File: config.mk
export PLATFORM = sky130hd
export DESIGN_NAME = uart_irq_ctrl_flat
export DESIGN_NICKNAME = d
export VERILOG_FILES = /design/src/rtl/uart_irq_ctrl_pkg.sv /design/src/rtl/uart_irq_ctrl_if.sv /design/src/rtl/uart_irq_ctrl_char_timeout.sv /design/src/rtl/uart_irq_ctrl.sv /design/src/flat_wrapper.sv
export SDC_FILE = /design/constraint.sdc
export NUM_CORES = 1
export LEC_CHECK = 0
export ABC_AREA = 1
export BUFFER_PORTS_ARGS = -buffer_cell sky130_fd_sc_hd__buf_2
export CAP_MARGIN = 5
export CORE_MARGIN = 2
export CORE_UTILIZATION = 48
export DETAILED_ROUTE_END_ITERATION = 6
export PLACE_DENSITY_LB_ADDON = 0.15
export SETUP_SLACK_MARGIN = 0.05
export SYNTH_ARGS = -nofsm -noshare
export SYNTH_HDL_FRONTEND = slang
export SYNTH_SLANG_ARGS = --single-unit
export TNS_END_PERCENT = 100
File: constraint.sdc
create_clock -name clk_i -period 1.84 [get_ports clk_i]
set_clock_uncertainty 0.05 [all_clocks]
set_input_delay 0.092 -clock clk_i [delete_from_list [all_inputs] [get_ports clk_i]]
set_output_delay 0.092 -clock clk_i [all_outputs]
set_load 0.005 [all_outputs]
File: src/rtl/uart_irq_ctrl_pkg.sv
// Shared definitions for the UART interrupt controller: IIR identification codes
// and IER enable bit positions.
package uart_irq_pkg;

  typedef enum logic [3:0] {
    IIR_NONE = 4'b0001,
    IIR_RLS  = 4'b0110,
    IIR_RDA  = 4'b0100,
    IIR_CTI  = 4'b1100,
    IIR_THRE = 4'b0010
  } iir_e;

  localparam int unsigned IER_RDA  = 0;
  localparam int unsigned IER_THRE = 1;
  localparam int unsigned IER_RLS  = 2;
  localparam int unsigned IER_CTI  = 3;

endpackage

File: src/rtl/uart_irq_ctrl_if.sv
// Register-file / FIFO side signals of the UART interrupt controller.
// The slave modport is the controller; master is the register file and FIFOs.
interface uart_irq_ctrl_if #(
  parameter int unsigned RXW       = 6,
  parameter int unsigned TXW       = 6,
  parameter int unsigned TIMEOUT_W = 16
);
  logic [3:0]           ier_i;
  logic [RXW-1:0]       rx_elements_i;
  logic [TXW-1:0]       tx_elements_i;
  logic [RXW-1:0]       rx_thresh_i;
  logic [TXW-1:0]       tx_thresh_i;
  logic [TIMEOUT_W-1:0] timeout_cycles_i;
  logic                 rx_push_i;
  logic                 rx_pop_i;
  logic                 tx_push_i;
  logic                 line_err_i;
  logic                 lsr_rd_i;
  logic                 iir_rd_i;
  logic [3:0]           iir_o;
  logic                 interrupt_o;

  modport master (
    output ier_i, rx_elements_i, tx_elements_i, rx_thresh_i, tx_thresh_i,
           timeout_cycles_i, rx_push_i, rx_pop_i, tx_push_i, line_err_i,
           lsr_rd_i, iir_rd_i,
    input  iir_o, interrupt_o
  );

  modport slave (
    input  ier_i, rx_elements_i, tx_elements_i, rx_thresh_i, tx_thresh_i,
           timeout_cycles_i, rx_push_i, rx_pop_i, tx_push_i, line_err_i,
           lsr_rd_i, iir_rd_i,
    output iir_o, interrupt_o
  );
endinterface

File: src/rtl/uart_irq_ctrl_char_timeout.sv
// Character-timeout timer: counts idle cycles while the RX FIFO holds data and
// pulses hit_o once per idle period when the count reaches timeout_cycles_i.
module uart_char_timeout #(
  parameter int unsigned TIMEOUT_W = 16
) (
  input  logic                 clk_i,
  input  logic                 rst_i,
  input  logic                 restart_i,
  input  logic [TIMEOUT_W-1:0] timeout_cycles_i,
  output logic                 hit_o
);

  logic [TIMEOUT_W-1:0] cnt_q;
  logic                 fired_q;
  logic                 disabled;

  assign disabled = (timeout_cycles_i == '0);

  // The counter saturates at the limit, so fired_q keeps the hit to a single pulse.
  assign hit_o = ~restart_i & ~disabled & ~fired_q & (cnt_q == timeout_cycles_i);

  always_ff @(posedge clk_i) begin
    if (rst_i || restart_i || disabled) begin
      cnt_q   <= '0;
      fired_q <= 1'b0;
    end else begin
      if (cnt_q < timeout_cycles_i) begin
        cnt_q <= cnt_q + TIMEOUT_W'(1);
      end else begin
        cnt_q <= timeout_cycles_i;
      end
      if (hit_o) begin
        fired_q <= 1'b1;
      end
    end
  end

endmodule

File: src/rtl/uart_irq_ctrl.sv
// UART interrupt controller: sticky pending sources with 16550-style clears,
// FIFO threshold compares, character timeout and a priority-encoded IIR.
module uart_irq_ctrl
  import uart_irq_pkg::*;
#(
  parameter int unsigned RX_FIFO_DEPTH = 32,
  parameter int unsigned TX_FIFO_DEPTH = 32,
  parameter int unsigned TIMEOUT_W     = 16
) (
  input logic            clk_i,
  input logic            rst_i,
  uart_irq_ctrl_if.slave bus
);

  localparam int unsigned RXW = $clog2(RX_FIFO_DEPTH) + 1;
  localparam int unsigned TXW = $clog2(TX_FIFO_DEPTH) + 1;

  logic [RXW-1:0] rx_level;
  logic [RXW-1:0] rx_thresh;
  logic [RXW-1:0] eff_rx_thresh;
  logic [TXW-1:0] tx_level;
  logic [TXW-1:0] tx_thresh;

  logic rx_restart;
  logic cti_hit;
  logic tx_low;
  logic tx_low_q;
  logic thre_rise;
  logic thre_clr;

  logic rls_p;
  logic rda_q;
  logic cti_p;
  logic thre_p;
  iir_e iir;

  assign rx_level  = bus.rx_elements_i;
  assign rx_thresh = bus.rx_thresh_i;
  assign tx_level  = bus.tx_elements_i;
  assign tx_thresh = bus.tx_thresh_i;

  always_comb begin
    eff_rx_thresh = rx_thresh;
    if ((rx_thresh == '0) || (rx_thresh > RXW'(RX_FIFO_DEPTH))) begin
      eff_rx_thresh = RXW'(1);
    end
  end

  assign rx_restart = bus.rx_push_i | bus.rx_pop_i | (rx_level == '0);
  assign tx_low     = (tx_level <= tx_thresh);
  assign thre_rise  = tx_low & ~tx_low_q;
  assign thre_clr   = bus.tx_push_i | (bus.iir_rd_i & (iir == IIR_THRE));

  uart_char_timeout #(
    .TIMEOUT_W (TIMEOUT_W)
  ) u_char_timeout (
    .clk_i            (clk_i),
    .rst_i            (rst_i),
    .restart_i        (rx_restart),
    .timeout_cycles_i (bus.timeout_cycles_i),
    .hit_o            (cti_hit)
  );

  // Set terms take priority over clear terms for RLS and THRE.
  always_ff @(posedge clk_i) begin
    if (rst_i) begin
      rls_p    <= 1'b0;
      rda_q    <= 1'b0;
      cti_p    <= 1'b0;
      thre_p   <= 1'b0;
      tx_low_q <= 1'b0;
    end else begin
      tx_low_q <= tx_low;
      rda_q    <= (rx_level >= eff_rx_thresh);

      if (bus.line_err_i) begin
        rls_p <= 1'b1;
      end else if (bus.lsr_rd_i) begin
        rls_p <= 1'b0;
      end

      if (rx_restart) begin
        cti_p <= 1'b0;
      end else if (cti_hit) begin
        cti_p <= 1'b1;
      end

      if (thre_rise) begin
        thre_p <= 1'b1;
      end else if (thre_clr) begin
        thre_p <= 1'b0;
      end
    end
  end

  always_comb begin
    iir = IIR_NONE;
    if (rls_p && bus.ier_i[IER_RLS]) begin
      iir = IIR_RLS;
    end else if (rda_q && bus.ier_i[IER_RDA]) begin
      iir = IIR_RDA;
    end else if (cti_p && bus.ier_i[IER_CTI]) begin
      iir = IIR_CTI;
    end else if (thre_p && bus.ier_i[IER_THRE]) begin
      iir = IIR_THRE;
    end
  end

  assign bus.iir_o       = iir;
  assign bus.interrupt_o = (iir != IIR_NONE);

endmodule
File: src/flat_wrapper.sv
// flat-port wrapper written by rule: the top's interface ports become plain ports
module uart_irq_ctrl_flat import uart_irq_pkg::*;
#(
  parameter int unsigned RX_FIFO_DEPTH = 32,
  parameter int unsigned TX_FIFO_DEPTH = 32,
  parameter int unsigned TIMEOUT_W     = 16
)
  (clk_i, rst_i, bus_ier_i, bus_rx_elements_i, bus_tx_elements_i, bus_rx_thresh_i, bus_tx_thresh_i, bus_timeout_cycles_i, bus_rx_push_i, bus_rx_pop_i, bus_tx_push_i, bus_line_err_i, bus_lsr_rd_i, bus_iir_rd_i, bus_iir_o, bus_interrupt_o);
  uart_irq_ctrl_if #(.TIMEOUT_W(TIMEOUT_W)) bus_i ();
  input logic clk_i;
  input logic rst_i;
  input wire logic [$bits(bus_i.ier_i)-1:0] bus_ier_i;
  input wire logic [$bits(bus_i.rx_elements_i)-1:0] bus_rx_elements_i;
  input wire logic [$bits(bus_i.tx_elements_i)-1:0] bus_tx_elements_i;
  input wire logic [$bits(bus_i.rx_thresh_i)-1:0] bus_rx_thresh_i;
  input wire logic [$bits(bus_i.tx_thresh_i)-1:0] bus_tx_thresh_i;
  input wire logic [$bits(bus_i.timeout_cycles_i)-1:0] bus_timeout_cycles_i;
  input wire logic [$bits(bus_i.rx_push_i)-1:0] bus_rx_push_i;
  input wire logic [$bits(bus_i.rx_pop_i)-1:0] bus_rx_pop_i;
  input wire logic [$bits(bus_i.tx_push_i)-1:0] bus_tx_push_i;
  input wire logic [$bits(bus_i.line_err_i)-1:0] bus_line_err_i;
  input wire logic [$bits(bus_i.lsr_rd_i)-1:0] bus_lsr_rd_i;
  input wire logic [$bits(bus_i.iir_rd_i)-1:0] bus_iir_rd_i;
  output wire logic [$bits(bus_i.iir_o)-1:0] bus_iir_o;
  output wire logic [$bits(bus_i.interrupt_o)-1:0] bus_interrupt_o;
  assign bus_i.ier_i = bus_ier_i;
  assign bus_i.rx_elements_i = bus_rx_elements_i;
  assign bus_i.tx_elements_i = bus_tx_elements_i;
  assign bus_i.rx_thresh_i = bus_rx_thresh_i;
  assign bus_i.tx_thresh_i = bus_tx_thresh_i;
  assign bus_i.timeout_cycles_i = bus_timeout_cycles_i;
  assign bus_i.rx_push_i = bus_rx_push_i;
  assign bus_i.rx_pop_i = bus_rx_pop_i;
  assign bus_i.tx_push_i = bus_tx_push_i;
  assign bus_i.line_err_i = bus_line_err_i;
  assign bus_i.lsr_rd_i = bus_lsr_rd_i;
  assign bus_i.iir_rd_i = bus_iir_rd_i;
  assign bus_iir_o = bus_i.iir_o;
  assign bus_interrupt_o = bus_i.interrupt_o;
  uart_irq_ctrl #(.RX_FIFO_DEPTH(RX_FIFO_DEPTH), .TX_FIFO_DEPTH(TX_FIFO_DEPTH), .TIMEOUT_W(TIMEOUT_W)) u_core (.clk_i(clk_i), .rst_i(rst_i), .bus(bus_i));
endmodule
Word level (Yosys, flattened, before mapping)
Cells that the tools add are included.
Cells by class
  mux-type cells: 10
  equal/unequal tests: 3
  bitwise operators: 12
  magnitude comparators: 4
  $add $sub $neg: 1
  reduce and logical (&&, ||, !) cells: 13
Operators by type and width (number)
  $add 16x1->16 const B: 1
  $eq 16x16->1: 1
  $logic_not 16->1: 1
  $lt 16x16->1: 1
  $mux 16: 1
  $logic_not 6->1: 2
  $mux 4: 3
  $ge 6x6->1: 1
  $gt 6x6->1 const B: 1
  $le 6x6->1: 1
  $mux 6: 1
  $and 1x1->1: 5
  $eq 4x2->1 const B: 1
  $logic_and 1x1->1: 4
  $mux 1: 4
  $ne 4x1->1 const B: 1
  $not 1->1: 4
  $reduce_bool 2->1: 2
  $logic_or 1x1->1: 3
  $or 1x1->1: 3
  $mux 2: 1
  $reduce_or 2->1: 1
Storage, ports and cells
  register bits after elaboration: 22
  bits of input ports: 52
  word-level logic and storage cells: 50

Logic depth before layout (Yosys ltp)
Gate-level depths: netlist of the first run.
  word-level depth: 10
  depth in mapped cells: 14
  gate-level depth less buffers: 14

By module
Synthesis of the first run repeated with hierarchy kept, for this count alone.
Second synthesis, totals
  cells, all modules: 338
  area total of the unflattened synthesis: 2174.6 um^2
Modules (own cells, without submodules)
  uart_char_timeout: cells each 243, area each 1572.8 um^2, instances 1
  uart_irq_ctrl: cells each 95, area each 601.8 um^2, instances 1

Worst setup path after synthesis of the first run
No wires, ideal clock.
  path type: input -> register
  start: input bus_rx_thresh_i[3]
  end: register u_core.rda_q
  arrival: 1.544 ns
  cell stages on the path: 9
  path slack: 0.121 ns
  buffers on the path: 0
  cell sequence: nor3_1 -> nor3b_1 -> xor2_1 -> nand2_1 -> ha_1 -> a21oi_1 -> nor2_1 -> a211oi_1 -> a21oi_1
On the way
  longest elaborated chain between the ends: 4
  elaborated cells on any way between the ends: 5
  classes of those cells: order compare: 2; mux: 1; reduce/logical: 2
Ends and longest elaborated chain
  from (decl): line flat_wrapper.sv:15  | input wire logic [$bits(bus_i.rx_thresh_i)-1:0] bus_rx_thresh_i;
  $gt 6x6->1 / $logic_not 6->1 (equally long branches): line uart_irq_ctrl.sv:44  | if ((rx_thresh == '0) || (rx_thresh > RXW'(RX_FIFO_DEPTH))) begin
  $logic_or 1x1->1: line uart_irq_ctrl.sv:44
  $mux 6 *: line uart_irq_ctrl.sv:44
  $ge 6x6->1 *: line uart_irq_ctrl.sv:74  | rda_q <= (rx_level >= eff_rx_thresh);
  to (signal assigned): line uart_irq_ctrl.sv:74
  to (decl): line uart_irq_ctrl.sv:32  | logic rda_q;
Every way passes the cells marked *; elsewhere a longest branch is shown, timed or not.
A chain may end at the register's enable or synchronous reset.

Worst setup path after layout of the first run
  start: register u_core.u_char_timeout.cnt_q[10]
  end: register u_core.u_char_timeout.cnt_q[3]
On the way
  longest elaborated chain between the ends: 2
Ends and longest elaborated chain
  from (decl): line uart_irq_ctrl_char_timeout.sv:13  | logic [TIMEOUT_W-1:0] cnt_q;
  from (signal assigned): line uart_irq_ctrl_char_timeout.sv:28  | cnt_q <= cnt_q + TIMEOUT_W'(1);
  from (signal assigned): line uart_irq_ctrl_char_timeout.sv:30  | cnt_q <= timeout_cycles_i;
  $lt 16x16->1: line uart_irq_ctrl_char_timeout.sv:27  | if (cnt_q < timeout_cycles_i) begin
  $mux 16: line uart_irq_ctrl_char_timeout.sv:27
Every way passes these cells.

==> results by group, run 1 <==
Outcome
  • Run status: complete, no violations

Placement
  • Setup WS pre-CTS: -0.0176 ns
  • RePlAce Congestion: between 0.8 and 0.9
  • Post-detail-place hpwl: around 4000 um
  • Port bufs: 56

Timing
  • Tcrit/Tclk final: 0.931
  • RSZ-0062 raised after global routing: true
  • Hold_ws: 0.00592 ns
  • Slew HR: 0.800
  • Worst-Margin Slew: ~0.3 ns
  • Highest Clock Rate: around 580 MHz
  • Hold Vio Cnt, Final: 0
  • Final Max Tran Viols: 0
  • Setup violations, final: 0
  • Min cycle time layout: roughly 1.7 ns
  • Final setup margin: approximately 0.13 ns

Synthesis
  • Cell Area, Synth: 0.00211 mm^2
  • Largest cells by area after synthesis: dfxtp_1, ha_1, nand2_1
  • Commonest cells in the netlist: nand2_1, inv_1, nor2_1
  • Syn Area/Cell: 6.46 um^2
  • Most common cell in the synthesized netlist: nand2_1
  • Seq/Total Area, Yosys: 0.209
  • Post-synthesis cell type count: 31
  • Synth top area share: 0.209
  • EDFF count, synth: 0
  • Syn Nets: slightly above 400
  • #FFs+latches synth: 22
  • Post-synth ARST share: 0
  • Leading area contributor after synthesis: dfxtp_1
  • Ys Warns: 0
  • Synth Flop Type: dfxtp_1
  • Post-Synthesis Cells: between 300 and 400

Cells and area
  • # nets final: 480
  • Fillers: ~420
  • Area grow syn2layout: 26.9%
  • Register Area: approximately 450 um^2
  • Layout cells sized above 1: 0.236
  • Multi-input logic area: 0.00146 mm^2
  • N_diodes: 0

Setup path
  • Crit. End Element: flop
  • Worst-path fanout max: 12
  • Reg2Reg Depth: 7
  • Startpoint Class: flop
  • Worst Path Required: about 2.0 ns
  • Crit Reg-Reg Startpoint: u_core.u_char_timeout.cnt_q[10]$_SDFF_PP0_
  • Crit path arrival time: about 1.8 ns
  • FF-to-FF setup slack: 0.13 ns
  • CP startpoint: u_core.u_char_timeout.cnt_q[10]$_SDFF_PP0_
  • Crit Path Class: flop to flop
  • R2r endpoint: u_core.u_char_timeout.cnt_q[3]$_SDFF_PP0_

Route
  • WL/cell: ~11 um
  • Detailed-router iteration count before antenna repair: 4
  • Antenna viol nets, final: 0
  • Drt drc: 0
  • Aggregate routed wire length: 4780 um
  • Via/cell ratio: about 4.9
  • Drt initial violations: approximately 110
  • Vias: 2199

GRT
  • Vias in the first global route: approximately 2000
  • Met3 Track Usage GR: 0.0274
  • Total GRT Usage: 0.205
  • Initial antenna violation count: 0
  • Met2 usage: 0.349
  • Busiest grt layer: met2
  • Largest net degree at the start of global routing: 21
  • Met1 usage: 0.270
  • Total grt overflow: 0
  • First-pass GRT wire length: between 8000 and 9000 um

Die
  • Die ar.: a little under 0.005 mm^2
  • Die span in y: 70.2 um
  • Ports: 57
  • Initial core utilization: 0.490
  • Chip width: between 70 and 80 um
  • Row count: 24
  • CORE AREA: approximately 0.0043 mm^2

Clocking
  • Clk_lat worst skew: about 0.27 ns
  • H-Tree Depth: 1
  • Total CTS buffers: 3
  • Clock Tree Root: clkbuf_8
  • CTS tree: done
  • Worst-path clk slew: around 0.090 ns
  • CTS sink cnt: 22
  • Clock Path Buffers: 2

Hold path
  • Hold Path Depth: 3
  • WHS Endpoint: u_core.u_char_timeout.cnt_q[10]$_SDFF_PP0_
  • Hold Crit Class: input pin to flop
  • Worst Hold Launch: bus_timeout_cycles_i[10]

Power
  • Peak VDD IR: 0.379 mV
  • Total power draw: roughly 1.2 mW
  • Power per cell area: 439 mW/mm^2
  • LEAKAGE: roughly 1.5 nW

Job
  • MaxCap Viol Count: 0
## worst max path at each step
stage                                                           end  slack (ns)  cells after the start
after global routing      u_core.u_char_timeout.cnt_q[2]$_SDFF_PP0_        0.04                      8
after detailed placement                    u_core.rda_q$_SDFF_PP0_       -0.02                     10
after floorplan                             u_core.rda_q$_SDFF_PP0_        0.12                      9
final                     u_core.u_char_timeout.cnt_q[3]$_SDFF_PP0_        0.13                      7
after global placement                      u_core.rda_q$_SDFF_PP0_        0.02                     10
after CTS                 u_core.u_char_timeout.cnt_q[3]$_SDFF_PP0_        0.07                      7
## stage by stage
stage          TNS [ns]   util  area [um^2]  std cells
2_1_floorplan         0      -         2110        326
3_3_place_gp          0  0.589         2530        443
3_5_place_dp    -0.0176  0.589         2530        443
4_1_cts               0  0.610         2620        449
5_1_grt               0  0.622         2670        450
6_report              0  0.622         2670        450
## flip-flops by register name, summed over array words and instances, names as in the netlist
register and count:
u_core.cti_p 1, u_core.rls_p 1, u_core.thre_p 1, u_core.u_char_timeout.fired_q 1
u_core.u_char_timeout.cnt_q 16, u_core.rda_q 1, u_core.tx_low_q 1
## routing by layer
layer	up-vias	wire, um
met2	32	2270
li1	1193	-
met4	0	55
met1	968	2300
met5	-	0
met3	6	159
## cell type report
class,instances,area share
clock buffer,3,0.0155
timing repair buffer,73,0.167
tap,52,0.0244
inverter,49,0.0689
clock inverter,1,0.0112
multi-input combinational,250,0.547
sequential,22,0.167
## critical path, cell delays in order, from the launching register on
cell     delay [ns]
dfxtp_2        0.37
ha_4           0.27
nand4_1        0.15
nor3_4         0.29
nand2_4        0.13
buf_12         0.16
a21oi_1        0.13
nor2_1         0.06
## cell usage in the layout, fill, tap and decap left out, types with 2 or more instances in the layout
cell type / synthesis / routed
buf_12: 0 / 2
dfxtp_2: 0 / 4
nor2_2: 5 / 5
nand3_1: 26 / 26
nand3_2: 2 / 2
inv_1: 49 / 49
nor4_1: 2 / 2
nor3_1: 4 / 4
buf_6: 4 / 2
o21ai_0: 2 / 2
ha_1: 29 / 27
dfxtp_1: 22 / 18
nand4_1: 5 / 5
ha_4: 0 / 2
nor2_1: 46 / 46
a21oi_1: 23 / 22
buf_4: 1 / 11
xnor2_1: 5 / 5
nand2_2: 1 / 2
xor2_1: 6 / 6
clkbuf_8: 0 / 3
dlygate4sd3_1: 0 / 2
nand2_1: 81 / 80
buf_2: 0 / 56
## report_power, final
| group | switching, mW | internal (mW) |
|---|---|---|
| Sequential | 0.00526 | 0.485 |
| Clock | 0.171 | 0.291 |
| Combinational | 0.116 | 0.105 |
## what timing repair did
action,in CTS,in global routing
gates resized for setup,0,10
hold buffers,2,0
endpoints found under the setup margin,0,15
buffers inserted,0,1
endpoints found under the hold margin,3,0
## cells by family (layout without fill, tap and decap cells)
group                      Yosys count  count (layout)  synth area share
adders and majority gates           29              29             0.172
xor gates and xnor gates            11              11            0.0458
DFF                                 22              22             0.209
AOI/OAI and AO/OA                   34              34            0.0951
and+or+nand+nor                    176             176             0.365
buffers and inverters               54             126             0.112
No activity file was read; power rests on OpenSTA's default activity.
==> inputs of run 2 (changes only) <==
--- a/constraint.sdc
+++ b/constraint.sdc
@@ -3,3 +3,3 @@
 set_input_delay 0.092 -clock clk_i [delete_from_list [all_inputs] [get_ports clk_i]]
 set_output_delay 0.092 -clock clk_i [all_outputs]
-set_load 0.005 [all_outputs]
+set_load 0.1 [all_outputs]
==> results by group, run 2 (synthesis results as in run 1) <==
Route
  • Drt drc: 0 (unchanged)
  • Detailed-router iteration count before antenna repair: 4 (unchanged)
  • Aggregate routed wire length: 4740 um (-0.86%)
  • Drt initial violations: 62 (-41%)
  • Vias: 2191 (-0.36%)
  • Via/cell ratio: 4.89 (about the same)
  • WL/cell: 10.6 um (-0.41%)
  • Antenna viol nets, final: 0 (unchanged)

Die
  • Row count: 24 (unchanged)
  • Die span in y: 70.2 um (unchanged)
  • Ports: 57 (unchanged)
  • Die ar.: 0.00493 mm^2 (unchanged)
  • CORE AREA: 0.00429 mm^2 (unchanged)
  • Chip width: 70.2 um (unchanged)
  • Initial core utilization: 0.490 (unchanged)

Setup path
  • Worst Path Required: 1.95 ns (about the same)
  • Crit. End Element: flop
  • Crit path arrival time: 1.81 ns (-0.02 ns)
  • FF-to-FF setup slack: 0.13 ns (about the same)
  • Worst-path fanout max: 8 (-4)
  • Startpoint Class: flop
  • Crit Path Class: flop to flop

Placement
  • RePlAce Congestion: 0.821 (-4.2%)
  • Port bufs: 56 (unchanged)
  • Setup WS pre-CTS: -0.0570 ns (-0.0394 ns)
  • Post-detail-place hpwl: 3970 um (-0.44%)

Cells and area
  • Area grow syn2layout: 26.0%
  • Max reg flops: 16 (unchanged)
  • N_diodes: 0 (unchanged)
  • Layout cells sized above 1: 0.247 (+0.0113)
  • Commonest non-fill, non-tap cell in the layout: nand2_1
  • Most frequent cells in the layout: nand2_1, buf_2, inv_1
  • Top reg by flops: u_core.u_char_timeout.cnt_q
  • # nets final: 479 (-0.21%)

Clocking
  • Total CTS buffers: 3 (unchanged)
  • Clock Path Buffers: 2 (unchanged)
  • Clock Tree Root: clkbuf_8
  • CTS tree: done
  • Worst-path clk slew: 0.08 ns (about the same)
  • Clk_lat worst skew: 0.26 ns (about the same)
  • H-Tree Depth: 1 (unchanged)
  • CTS sink cnt: 22 (unchanged)

Timing
  • Worst-Margin Slew: 0.484 ns (+0.188 ns)
  • Final setup margin: 0.134 ns (+0.00792 ns)
  • Tcrit/Tclk final: 0.927 (-0.00430)
  • Slew HR: 0.679 (-0.121)
  • Min cycle time layout: 1.71 ns (-0.00792 ns)
  • Hold_ws: 0.0126 ns (+0.00667 ns)
  • Setup violations, final: 0 (unchanged)
  • RSZ-0062 raised after global routing: true
  • Fin Setup TNS: 0 ns (unchanged)
  • Hold Vio Cnt, Final: 0 (unchanged)
  • Highest Clock Rate: 586 MHz (+0.46%)
  • Final Max Tran Viols: 0 (unchanged)

GRT
  • Met3 Track Usage GR: 0.0303 (+0.00289)
  • First-pass GRT wire length: 8580 um (+2.3%)
  • Met1 usage: 0.249 (-0.0214)
  • Total GRT Usage: 0.209 (+0.00476)
  • Largest net degree at the start of global routing: 19 (-9.5%)
  • Met2 usage: 0.396 (+0.0472)
  • Initial antenna violation count: 0 (unchanged)
  • Vias in the first global route: 2175 (+6.6%)
  • Total grt overflow: 0 (unchanged)
  • Busiest grt layer: met2

Power
  • Sw power: 0.357 mW (+23%)
  • Net Sw Frac: 0.325 (+0.0769)
  • Flop pwr share: 0.448 (+0.030)
  • Power per cell area: 414 mW/mm^2 (-5.7%)
  • Clock power share: 0.276 (-0.118)
  • LEAKAGE: 1.48 nW (-0.70%)
  • Combinational Power Share: 0.275 (+0.087)
  • Int Power: 0.741 mW (-16%)
  • Peak VDD IR: 0.276 mV (-27%)

Hold path
  • Hold Crit Class: input pin to flop

Outcome
  • Run status: complete, no violations

Job
  • MaxCap Viol Count: 0 (unchanged)
[run 2: cell type report]
cell class / instances / area (um^2)
fillers: 448 / 1640
multi-input cells: 250 / 1480
flip-flops and latches: 22 / 445
repair buffers: 72 / 437
inverters: 49 / 188
well taps: 52 / 65.1
clock buffers: 3 / 41.3
[run 2: final timing paths]
path / from / end / cells after the start
worst max-delay path: u_core.u_char_timeout.cnt_q[8]$_SDFF_PP0_ / u_core.u_char_timeout.cnt_q[7]$_SDFF_PP0_ / 7
worst min-delay path: bus_timeout_cycles_i[13] / u_core.u_char_timeout.cnt_q[13]$_SDFF_PP0_ / 3
worst max register to register: u_core.u_char_timeout.cnt_q[8]$_SDFF_PP0_ / u_core.u_char_timeout.cnt_q[7]$_SDFF_PP0_ / 7
worst min register to register: u_core.tx_low_q$_SDFF_PP0_ / u_core.thre_p$_SDFFE_PP0P_ / 3
[run 2: through the flow]
step / total power [mW] / util / instance area, um^2 / std cells
2_1_floorplan: 0.698 / - / 2140 / 326
3_3_place_gp: 0.795 / 0.594 / 2550 / 441
3_5_place_dp: 0.800 / 0.594 / 2550 / 441
4_1_cts: 1.11 / 0.611 / 2620 / 447
5_1_grt: 1.16 / 0.618 / 2650 / 448
6_report: 1.10 / 0.618 / 2650 / 448
[run 2: power groups by stage]
stage	Combinational [mW]	Clock (mW)	Sequential, mW
3_3_place_gp	0.292	0	0.503
6_report	0.302	0.303	0.492
5_1_grt	0.342	0.328	0.493
3_5_place_dp	0.297	0	0.503
2_1_floorplan	0.197	0	0.502
4_1_cts	0.304	0.310	0.492
[run 2: critical path, cell delays in order, from the launching register on]
cell,delay (ns)
dfxtp_2,0.35
ha_1,0.30
nand4_1,0.15
nor3_4,0.29
nand2_4,0.10
buf_4,0.17
a21oi_1,0.13
nor2_1,0.06
[run 2: per-layer routing]
metal	wire [um]	vias up
met4	48	0
met5	0	-
met1	2170	959
met3	150	6
met2	2380	36
li1	-	1190
[run 2: repair_timing]
action | 4_1_cts | 5_1_grt
buffers inserted | 0 | 1
endpoints found under the setup margin | 0 | 14
hold endpoints to repair | 2 | 0
resized for setup | 0 | 9
hold buffers | 3 | 0
==> inputs of run 3 (changes only) <==
Settings changed: ABC_AREA 1 to 0, CORE_UTILIZATION 48 to 47.
==> results by group, run 3 <==
Outcome
  • Failing checks: negative setup slack
  • Run status: finished with violations

Die
  • Die span in y: 68.7 um (-2.2%)
  • Chip width: 68.7 um (-2.2%)
  • Ports: 57 (unchanged)
  • Initial core utilization: 0.489 (-0.00188)
  • Die ar.: 0.00472 mm^2 (-4.3%)
  • CORE AREA: 0.00403 mm^2 (-6.2%)
  • Row count: 23 (-4.2%)

Timing
  • Final Max Tran Viols: 0 (unchanged)
  • Tcrit/Tclk final: 1.12 (+0.195)
  • Slew HR: 0.679 (about the same)
  • Hold_ws: 0.0216 ns (+0.00900 ns)
  • Final setup margin: -0.224 ns (-0.358 ns)
  • Min cycle time layout: 2.06 ns (+0.358 ns)
  • Setup violations, final: 17 (+17)
  • RSZ-0062 raised after global routing: true
  • Fin Setup TNS: -2.83 ns (-2.83 ns)
  • Highest Clock Rate: 484 MHz (-17%)
  • Worst-Margin Slew: 0.485 ns (+0.000470 ns)
  • Hold Vio Cnt, Final: 0 (unchanged)

Placement
  • Setup WS pre-CTS: -0.111 ns (-0.0544 ns)
  • RePlAce Congestion: 0.834 (+1.7%)
  • Port bufs: 56 (unchanged)
  • Post-detail-place hpwl: 4000 um (+0.77%)

Cells and area
  • Most frequent cells in the layout: buf_2, inv_1, buf_4
  • Area grow syn2layout: 47.0%
  • Layout cells sized above 1: 0.401 (+0.153)
  • # nets final: 414 (-14%)
  • Top reg by flops: u_core.u_char_timeout.cnt_q
  • N_diodes: 0 (unchanged)
  • Commonest non-fill, non-tap cell in the layout: buf_2
  • Max reg flops: 16 (unchanged)

Setup path
  • Startpoint Class: flop
  • FF-to-FF setup slack: -0.22 ns (-0.36 ns)
  • Crit path arrival time: 2.19 ns (+0.38 ns)
  • CP startpoint: u_core.u_char_timeout.cnt_q[15]$_SDFF_PP0_
  • Worst Path Required: 1.96 ns (about the same)
  • Buffers & Inverters on Critical Path: 1 (unchanged)
  • Crit Reg-Reg Startpoint: u_core.u_char_timeout.cnt_q[15]$_SDFF_PP0_
  • Crit-path leading delay family: simple AND/OR/NAND/NOR gates
  • Reg2Reg Depth: 7 (unchanged)
  • Worst-path fanout max: 8 (unchanged)
  • Crit path cell chain: ha_4 > nand4_1 > nor3_2 > o21a_1 > nor3_4 > buf_6 > o211a_1
  • Slowest CP cell: nor3_2
  • Crit. End Element: flop
  • Crit Path Class: flop to flop
  • R2r endpoint: u_core.u_char_timeout.cnt_q[5]$_SDFF_PP0_
  • CP max stage delay: 0.38 ns (+0.03 ns)

Route
  • Aggregate routed wire length: 6080 um (+28%)
  • Detailed-router iteration count before antenna repair: 4 (unchanged)
  • Antenna viol nets, final: 0 (unchanged)
  • Drt initial violations: 188 (+200%)
  • Via/cell ratio: 5.76 (+18%)
  • WL/cell: 15.9 um (+50%)
  • Vias: 2201 (+0.46%)
  • Drt drc: 0 (unchanged)

Synthesis
  • Commonest cells in the netlist: inv_1, ha_1, dfxtp_1
  • Syn Nets: 327 (-20%)
  • Ys Warns: 0 (unchanged)
  • Leading area contributor after synthesis: dfxtp_1
  • Simple-gate share of the synthesized area: 0.259 (-0.107)
  • Largest family of logic cells by synthesized area: simple AND/OR/NAND/NOR gates
  • Synth Flop Type: dfxtp_1
  • Seq/Total Area, Yosys: 0.224 (+0.0146)
  • Mux contribution to synthesized area: 0.0203 (+0.0203)
  • Largest cells by area after synthesis: dfxtp_1, ha_1, inv_1
  • #FFs+latches synth: 22 (unchanged)
  • Syn Area/Cell: 8.00 um^2 (+24%)
  • Most common cell in the synthesized netlist: inv_1
  • Synth top area share: 0.224 (+0.0146)
  • Cell Area, Synth: 0.00197 mm^2 (-6.5%)
  • EDFF count, synth: 0 (unchanged)
  • Post-synth ARST share: 0 (unchanged)
  • Post-Synthesis Cells: 246 (-25%)
  • Post-synthesis xor/xnor area fraction: 0.0579 (+0.0121)
  • Area share of fa/ha/maj cells after synthesis: 0.184 (+0.0120)
  • Post-synthesis cell type count: 39 (+26%)
  • Synth Area in Compound Gates: 0.181 (+0.0861)

Clocking
  • Total CTS buffers: 3 (unchanged)
  • Clock Tree Root: clkbuf_8
  • CTS sink cnt: 22 (unchanged)
  • Worst-path clk slew: 0.09 ns (about the same)
  • CTS tree: done
  • Clock Path Buffers: 2 (unchanged)
  • H-Tree Depth: 1 (unchanged)
  • Clk_lat worst skew: 0.28 ns (+0.02 ns)

GRT
  • First-pass GRT wire length: 8570 um (about the same)
  • Total GRT Usage: 0.238 (+0.0288)
  • Vias in the first global route: 2033 (-6.5%)
  • Initial antenna violation count: 0 (unchanged)
  • Total grt overflow: 0 (unchanged)
  • Largest net degree at the start of global routing: 13 (-6)

Power
  • LEAKAGE: 1.46 nW (-0.86%)
  • Power per cell area: 409 mW/mm^2 (-1.1%)
  • Peak VDD IR: 0.446 mV (+62%)

Hold path
  • Hold Path Depth: 3 (unchanged)
  • Hold Crit Class: input pin to flop
  • WHS Endpoint: u_core.u_char_timeout.cnt_q[1]$_SDFF_PP0_
  • Worst Hold Launch: bus_timeout_cycles_i[1]

Job
  • MaxCap Viol Count: 0 (unchanged)
run 3: cell types whose count changed after synthesis, moves of 5 or more:
| cell | delta |
|---|---|
| nand4_1 | +13 |
| o211a_1 | +11 |
| nor4_1 | +8 |
| a21oi_1 | -13 |
| xnor2_1 | +8 |
| nand2_1 | -60 |
| nand2b_1 | +7 |
| nor2_1 | -36 |
| inv_1 | -18 |
| nor2_2 | -5 |
| nand3_1 | -18 |
| xor2_1 | -6 |
| clkbuf_1 | +5 |
run 3: cells by family after synthesis:
logic type	after synthesis
flip-flops	22
AND/OR/NAND/NOR	93
adder cells (fa/ha/maj)	29
XOR/XNOR	13
buffers and inverters	38
multiplexers	4
AO/OA/AOI/OAI	47
run 3: routing by layer:
metal / global-route usage / share of wire / up-vias
met5: 0 / 0 / -
met4: 0.0980 / 0.053 / 0
met1: 0.292 / 0.40 / 998
li1: - / - / 1067
met2: 0.417 / 0.50 / 107
met3: 0.0325 / 0.053 / 29
run 3: what timing repair did:
action / in CTS / in global routing
endpoints found under the setup margin: 16 / 19
pin swaps: 12 / 14
hold buffers: 1 / 0
setup buffers: 3 / 3
endpoints found under the hold margin: 1 / 0
gates resized for setup: 14 / 35
run 3: layout make-up:
cell class,instances,area [um^2]
multi-input cells,186,1650
inverters,31,120
well taps,50,62.6
repair buffers,89,553
clock buffers,4,55.1
flip-flops and latches,22,454
fillers,313,1140
run 3: through the flow:
| step | util | power, mW | instances | instance area [um^2] |
|---|---|---|---|---|
| 2_1_floorplan | - | 0.684 | 246 | 2000 |
| 3_3_place_gp | 0.626 | 0.787 | 373 | 2520 |
| 3_5_place_dp | 0.626 | 0.793 | 373 | 2520 |
| 4_1_cts | 0.669 | 1.16 | 381 | 2700 |
| 5_1_grt | 0.718 | 1.23 | 382 | 2890 |
| 6_report | 0.718 | 1.18 | 382 | 2890 |
run 3: worst register-to-register path, delay by kind of cell, from the launching register on:
kind	cells	cell delay (ns)
compound gates	2	0.46
fa+ha+maj	1	0.27
buf+inv	1	0.15
flops	1	0.34
simple gates	3	0.69
run 3: worst max path at each step:
stage,end,slack (ns),cells past startpoint
after floorplan,bus_iir_o[1],-0.05,3
after global placement,u_core.rda_q$_SDFF_PP0_,-0.08,11
after detailed placement,u_core.rda_q$_SDFF_PP0_,-0.11,11
after CTS,u_core.u_char_timeout.cnt_q[10]$_SDFF_PP0_,0.01,7
after global routing,u_core.u_char_timeout.cnt_q[5]$_SDFF_PP0_,-0.26,7
final,u_core.u_char_timeout.cnt_q[5]$_SDFF_PP0_,-0.22,7
run 3: power by group:
part / total [mW] / internal, mW / switching, mW
logic: 0.321 / 0.122 / 0.199
registers: 0.489 / 0.484 / 0.00545
clock network: 0.374 / 0.192 / 0.183
total: 1.18 / 0.798 / 0.387
